`src/rtl/instr_mem.sv`:
```
// Loadable instruction memory for the 4-bit core.
// A valid/ready streaming port writes a program image word by word.
// A registered fetch port returns one word per cycle with 1-cycle latency.
// Locations at or above prog_count read as zero (NOP), so a partial or
// missing load never exposes stale storage contents to the fetch unit.
module instr_mem #(
    parameter int DATA_W = 8,
    parameter int ADDR_W = 4
) (
    input  logic              clk,
    input  logic              rst_n,
    input  logic              prog_start,
    input  logic              prog_valid,
    input  logic [DATA_W-1:0] prog_data,
    input  logic              prog_last,
    output logic              prog_ready,
    output logic [ADDR_W:0]   prog_count,
    output logic              prog_err,
    output logic              loading,
    input  logic              fetch_en,
    input  logic [ADDR_W-1:0] fetch_addr,
    output logic [DATA_W-1:0] fetch_data,
    output logic              fetch_valid
);

    localparam int DEPTH = 2 ** ADDR_W;
    // Count value just before the final storage slot is written.
    localparam logic [ADDR_W:0] LAST_CNT = (ADDR_W + 1)'(DEPTH - 1);

    typedef enum logic {
        RUN  = 1'b0,
        LOAD = 1'b1
    } state_t;

    state_t            state;
    logic              xfer;
    logic [ADDR_W-1:0] wptr;

    // Storage has no reset; prog_count alone decides which words are valid.
    logic [DATA_W-1:0] mem [DEPTH];

    // The write pointer always equals the low bits of the word count, so it
    // is derived rather than kept as a second register that must track it.
    assign wptr       = prog_count[ADDR_W-1:0];
    assign prog_ready = (state == LOAD) && !prog_start;
    assign xfer       = prog_valid && prog_ready;
    assign loading    = (state == LOAD);

    // Load-control FSM: restart, word counting and overflow detection.
    always_ff @(posedge clk or negedge rst_n) begin
        if (!rst_n) begin
            state      <= RUN;
            prog_count <= '0;
            prog_err   <= 1'b0;
        end else begin
            case (state)
                RUN: begin
                    if (prog_start) begin
                        state      <= LOAD;
                        prog_count <= '0;
                        prog_err   <= 1'b0;
                    end
                end
                LOAD: begin
                    if (prog_start) begin
                        // Restart; any beat this cycle was refused via prog_ready.
                        prog_count <= '0;
                        prog_err   <= 1'b0;
                    end else if (xfer) begin
                        prog_count <= prog_count + 1'b1;
                        if (prog_last) begin
                            state <= RUN;
                        end else if (prog_count == LAST_CNT) begin
                            // Storage is full without a last marker: truncate.
                            state    <= RUN;
                            prog_err <= 1'b1;
                        end
                    end
                end
                default: state <= RUN;
            endcase
        end
    end

    // Program write port; only accepted beats reach the array.
    always_ff @(posedge clk) begin
        if (xfer) begin
            mem[wptr] <= prog_data;
        end
    end

    // Registered fetch; dropped while loading, unloaded words read as zero.
    always_ff @(posedge clk or negedge rst_n) begin
        if (!rst_n) begin
            fetch_valid <= 1'b0;
            fetch_data  <= '0;
        end else if (fetch_en && (state == RUN)) begin
            fetch_valid <= 1'b1;
            fetch_data  <= ({1'b0, fetch_addr} < prog_count) ? mem[fetch_addr] : '0;
        end else begin
            fetch_valid <= 1'b0;
        end
    end

endmodule

```
`config.mk`:
```
export PLATFORM = sky130hd
export DESIGN_NAME = instr_mem
export DESIGN_NICKNAME = d
export VERILOG_FILES = /design/src/rtl/instr_mem.sv
export SDC_FILE = /design/constraint.sdc
export NUM_CORES = 1
export LEC_CHECK = 0
export CAP_MARGIN = 20
export CORE_UTILIZATION = 53
export CTS_CLUSTER_DIAMETER = 100
export DETAILED_ROUTE_END_ITERATION = 12
export GPL_ROUTABILITY_DRIVEN = 1
export PLACE_DENSITY = 0.75
export SLEW_MARGIN = 20
export SYNTH_ARGS = -nofsm -noshare
export SYNTH_HDL_FRONTEND = slang
export SYNTH_SLANG_ARGS = --single-unit
```
`constraint.sdc`:
```
create_clock -name clk -period 1.82 [get_ports clk]
set_input_delay 0.546 -clock clk [delete_from_list [all_inputs] [get_ports clk]]
set_output_delay 0.546 -clock clk [all_outputs]
set_load 0.02 [all_outputs]
```
* Word-level counts from Yosys, hierarchy flattened
Memories as Yosys holds them, arrays and structs flattened.
Index checks and enable logic that the tools add are counted.
** Word-level totals
- Register bits :: 16
- RAM bits :: 128
- Input port bits :: 18
- Output and inout bits :: 17
- Word-level logic and storage cells :: 40
- Memories kept :: 1
** Cells by class
- $add $sub $neg :: 1
- $lt $le $gt $ge :: 1
- Eq/ne operators :: 5
- Mux-type cells :: 20
- Bitwise logic cells :: 1
- Reductions and logical operators :: 6
** Memories
- mem :: words 16, width 8, rd ports 1, clocked after Yosys merged registers in 0, wr ports 1, RTL line 40 : logic [DATA_W-1:0] mem [DEPTH];
** Operators with widths (number)
- two-way mux 5 bit :: 3
- two-way mux 1 bit :: 13
- one-hot mux 5 bit (2 select lines) :: 1
- two-way mux 8 bit :: 1
- != test 3 x 2 -> 1 bit (second input constant) :: 2
- adder 5 x 1 -> 5 bit (second input constant) :: 1
- == test 5 x 4 -> 1 bit (second input constant) :: 1
- less-than comparator 4 x 5 -> 1 bit :: 1
- one-hot mux 1 bit (2 select lines) :: 2
- AND reduction 4 bit :: 1
- logical AND 1 bit :: 3
- != test 3 bit (second input constant) :: 1
- != test 2 bit (second input constant) :: 1
- AND reduction 2 bit :: 1
- logical NOT 1 bit :: 1
- NOT 1 bit :: 1

* Depth between registers and ports, before layout
- Word-level depth :: 6
- Depth in mapped cells :: 6
- Depth with buffers taken out :: 6

* Worst setup path after synthesis
Ideal clock, no wire load.
- Kind :: in2reg
- From :: input prog_start
- To :: memory mem[0][0] (enable)
- Library setup time :: 0.383 ns
- Data arrival time :: 2.008 ns
- Required time :: 1.437 ns
- Setup slack :: -0.571 ns
- Stages on the path :: 5
- Path buffers :: 1
- Cells stage by stage :: clkbuf_1 -> nor2b_1 -> and2_1 -> nand2_1 -> nor3_1
** On the way
- Cells in the longest elaborated chain, start to end :: 5
** Ends and longest elaborated chain
- start: declaration :: RTL line 12 : input logic prog_start,
- logical NOT 1 bit :: RTL line 45 : assign prog_ready = (state == LOAD) && !prog_start;
- logical AND 1 bit :: RTL line 45
- net prog_ready :: RTL line 16 : output logic prog_ready,
- logical AND 1 bit :: RTL line 46 : assign xfer = prog_valid && prog_ready;
- two-way mux 1 bit :: RTL line 87 : if (xfer) begin
- two-way mux 1 bit (implied by the code) :: RTL line 88 : mem[wptr] <= prog_data;
- end: declaration :: RTL line 40
The timed path passes the listed nets, and every way through them passes these cells.

* Final worst setup path
- From :: register prog_count[4]
- To :: output prog_count[4]
** RTL lines
- start: declaration :: RTL line 17 : output logic [ADDR_W:0] prog_count,
- start signal: assignment :: RTL line 70 : prog_count <= prog_count + 1'b1;
No word-level cell between the ends.

==> results.ini <==
[run_status]
outcome = finished clean

[critical_path]
cp_data_required_time_ns = 1.27
worstPathCellList = dlygate4sd2_1
timing.critical_path.fanout_max = 3
timing.rr.end = fetch_data[0]$_DFFE_PN0P_
worst_r2r_path_depth = 7
worst_ep_arrival_time_ns = 1.23
regToRegStartpoint = prog_count[1]$_DFFE_PN0P_
worstSetupEndpointType = output pin
path_delay_family = flip-flops
crit_path_start_kind = flop
path_buf_inv = 1
slack_of_the_worst_reg_to_reg_path_ns = 0.10
slowest_delay_ns = 0.39
timing.setup.critical_path_class = flop to output pin
crit_path_top_delay_cell = sky130_fd_sc_hd__dfrtp_1

[timing]
min_period_over_period_pct = 97.5
timing.clock.skew_ns = 0.00856
final_report_max_slew_violation_count = 0
number_of_setup_violations_in_the_final_report = 0
worst_slew_pin_slew_ns = 0.699
report.final.hold_viol_count = 0
final.min_clock_period_ns = 1.78
fmax_mhz = 563
slew_headroom_pct = 53.3
setup_repair_after_global_routing_missed_its_margin = no

[routing]
drt_pre_antenna_iters = 6
vias = 3140
route.antenna.remaining_nets = 0
via_per_inst = 6.03
detailedRoute.firstIterationViolations = 326
finalWirelength_um = 12700
routedWlPerCell_um = 24.3
drc = 0

[logic_synthesis]
synth.cell_area_um2 = 5770
synth_area_per_cell_um2 = 19.7
seq_area_frac_synth_pct = 73.6
post_syn_instances = 292
yosys_warnings = 0
ys_seq_elements = 144
synth_nets = 318
synthDistinctLibCells = 29

[clock_network]
max-clock-path-buffers = 2
numCtsBuffers = 17
htreeDepth = 4
clock-root-buffer = sky130_fd_sc_hd__clkbuf_8
tritoncts_clock_tree = done
postCtsSetupBuffers = 0
post_cts_hold_buffer_count = 0
clkLatencyLatePin_ns = 0.52
num_clock_sinks = 144
clk_pin_slew_worst_paths_ns = 0.06

[global_route]
global_route.usage.total_pct = 24.6
grt_use_met1_pct = 32.1
antenna_found_initial = 0
vias_in_the_first_global_route = 3214
busiest_layer = met2
grt_pass1_wl_um = 19000
gr-total-overflow = 0
grt_use_met2_pct = 40.0
pin_count_of_the_biggest_net_entering_global_routing = 19
m3_gr_usage_pct = 6.13

[final_layout]
fraction_of_layout_cells_with_a_size_suffix_above_1_pct = 35.1
post-route-cell-area_um2 = 7350
antenna_cells_inserted = 0
area_growth_syn_to_layout_pct = 27.5
fin_cells = 521
nets = 398

[placed_design]
place.gp.congestion = 0.827
placedCellCount = 489
place_area_um2 = 6810
io_buffer_count = 34
place.detailed.hpwl_um = 8030

[power]
cellLeakagePower_nw = 2.60
power_density_cells_nw_per_um2 = 1040
vdd_ir_drop_max_v = 0.000767

[floorplanning]
floorplan.rows = 37
placeable_core_area_um2 = 10400
starting_density_pct = 55.4
design.die.area_um2 = 11300
chipWidth_um = 106
floorplan.io_pins = 35
dieHeight_um = 106

[worst_hold_path]
hold_class = input pin to async pin

[job]
number_of_maximum_capacitance_violations = 0

-- registers in the layout, summed over array words and instances, names as in the netlist --
signal and flops:
loading 1, prog_err 1, prog_count 5, fetch_data 8, mem 128, fetch_valid 1
-- area by class of cell --
| type | instances | area, um2 |
|---|---|---|
| Timing Repair Buffer | 76 | 852 |
| Clock buffer | 17 | 414 |
| Multi-Input combinational cell | 126 | 1480 |
| Inverter | 7 | 26.3 |
| Tap cell | 136 | 170 |
| Fill cell | 631 | 3060 |
| Clock inverter | 15 | 160 |
| Sequential cell | 144 | 4250 |
-- worst reg2reg max path: stages (launching register included) --
cell and delay (ns):
sky130_fd_sc_hd__dfrtp_1 0.38, sky130_fd_sc_hd__inv_1 0.09, sky130_fd_sc_hd__ha_1 0.30, sky130_fd_sc_hd__a21o_1 0.16, sky130_fd_sc_hd__a21o_1 0.19, sky130_fd_sc_hd__a31oi_2 0.18, sky130_fd_sc_hd__buf_4 0.21, sky130_fd_sc_hd__a22o_1 0.15
-- cell usage after synthesis, drive strengths merged --
master	count	share of area, %
a22oi	14	1.8
mux2i	2	0.35
a31oi	2	0.33
inv	7	0.46
a211oi	2	0.26
and3	1	0.11
a21oi	1	0.087
dfrtp	16	6.9
nor2b	4	0.43
a21o	4	0.52
buf	4	0.93
o21ai	1	0.087
clkbuf	11	0.72
nand2b	2	0.22
a22o	8	1.2
nor2	19	1.2
ha	8	1.7
nand4	1	0.11
xnor2	3	0.46
nand2	15	0.98
and2	3	0.33
mux4	32	14
edfxtp	128	67
nor3	4	0.35
-- worst max-delay path by stage --
stage,start,end,slack (ns),depth (start not counted)
6_report,prog_count[4]$_DFFE_PN0P_,prog_count[4],0.04,1
5_1_grt,fetch_data[0]$_DFFE_PN0P_,fetch_data[0],0.0003,1
4_1_cts,fetch_data[3]$_DFFE_PN0P_,fetch_data[3],0.001,1
3_5_place_dp,fetch_addr[2],fetch_data[7]$_DFFE_PN0P_,-0.63,6
3_3_place_gp,fetch_addr[1],fetch_data[7]$_DFFE_PN0P_,-0.64,6
2_1_floorplan,prog_start,mem[1][0]$_DFFE_PP_,-0.05,5
-- where the power goes --
| group | internal (mW) | switching (mW) | leakage [nW] |
|---|---|---|---|
| logic | 0.262 | 0.304 | 0.956 |
| registers | 3.66 | 0.0481 | 1.36 |
| clock network | 1.88 | 1.48 | 0.279 |
| total | 5.80 | 1.83 | 2.60 |
-- cells by family after synthesis --
| group | synth area share, % |
|---|---|
| compound gates | 4.32 |
| fa+ha+maj | 1.74 |
| flops | 73.6 |
| buf+inv | 2.11 |
| xor+xnor | 0.456 |
| simple gates | 3.75 |
| mux | 14.0 |
-- per-stage QoR --
| step | total power, mW | utilization, % | setup WS, ns | TNS [ns] | hold WS, ns |
|---|---|---|---|---|---|
| after floorplan | 4.07 | - | -0.0505 | -3.32 | 0.250 |
| after global placement | 4.35 | 65.4 | -0.639 | -47.17 | 0.482 |
| after detailed placement | 4.37 | 65.4 | -0.628 | -50.28 | 0.484 |
| after CTS | 7.67 | 70.8 | 0.00138 | 0 | 0.350 |
| after global routing | 7.82 | 70.6 | 0.000290 | 0 | 0.356 |
| final | 7.63 | 70.6 | 0.0448 | 0 | 0.357 |
-- metal layers --
metal | vias to the layer above | routed length (um)
met2 | 159 | 6390
met3 | 32 | 872
met1 | 1606 | 5050
met4 | 0 | 359
li1 | 1343 | -
met5 | - | 0
-- repair_timing --
item	CTS	global route
endpoints found under the hold margin	0	0
gates resized for setup	37	10
setup endpoints to repair	25	17
-- cell usage in the layout (no fill, tap or decap), types with 2 or more instances in the layout --
cell type and n:
sky130_fd_sc_hd__mux4_2 28, sky130_fd_sc_hd__nor2_2 7, sky130_fd_sc_hd__clkdlybuf4s15_2 2, sky130_fd_sc_hd__buf_2 2, sky130_fd_sc_hd__mux4_1 4, sky130_fd_sc_hd__clkinvlp_4 2
sky130_fd_sc_hd__nand2b_1 2, sky130_fd_sc_hd__clkdlybuf4s50_1 13, sky130_fd_sc_hd__inv_6 5, sky130_fd_sc_hd__dfrtp_1 14, sky130_fd_sc_hd__dfrtp_2 2, sky130_fd_sc_hd__clkbuf_16 16
sky130_fd_sc_hd__a21o_1 4, sky130_fd_sc_hd__xnor2_1 3, sky130_fd_sc_hd__clkdlybuf4s15_1 3, sky130_fd_sc_hd__buf_12 19, sky130_fd_sc_hd__clkbuf_2 5, sky130_fd_sc_hd__buf_4 24
sky130_fd_sc_hd__mux2i_1 2, sky130_fd_sc_hd__nand2_1 13, sky130_fd_sc_hd__nor3_4 4, sky130_fd_sc_hd__nor2_1 7, sky130_fd_sc_hd__a22oi_1 14, sky130_fd_sc_hd__edfxtp_1 128
sky130_fd_sc_hd__and2_1 2, sky130_fd_sc_hd__inv_1 7, sky130_fd_sc_hd__nor2b_1 2, sky130_fd_sc_hd__dlygate4sd2_1 7, sky130_fd_sc_hd__a211oi_1 2, sky130_fd_sc_hd__inv_8 6
sky130_fd_sc_hd__a22o_1 8, sky130_fd_sc_hd__ha_1 8, sky130_fd_sc_hd__nor2_4 5
Power figures use the tool's default switching activity.
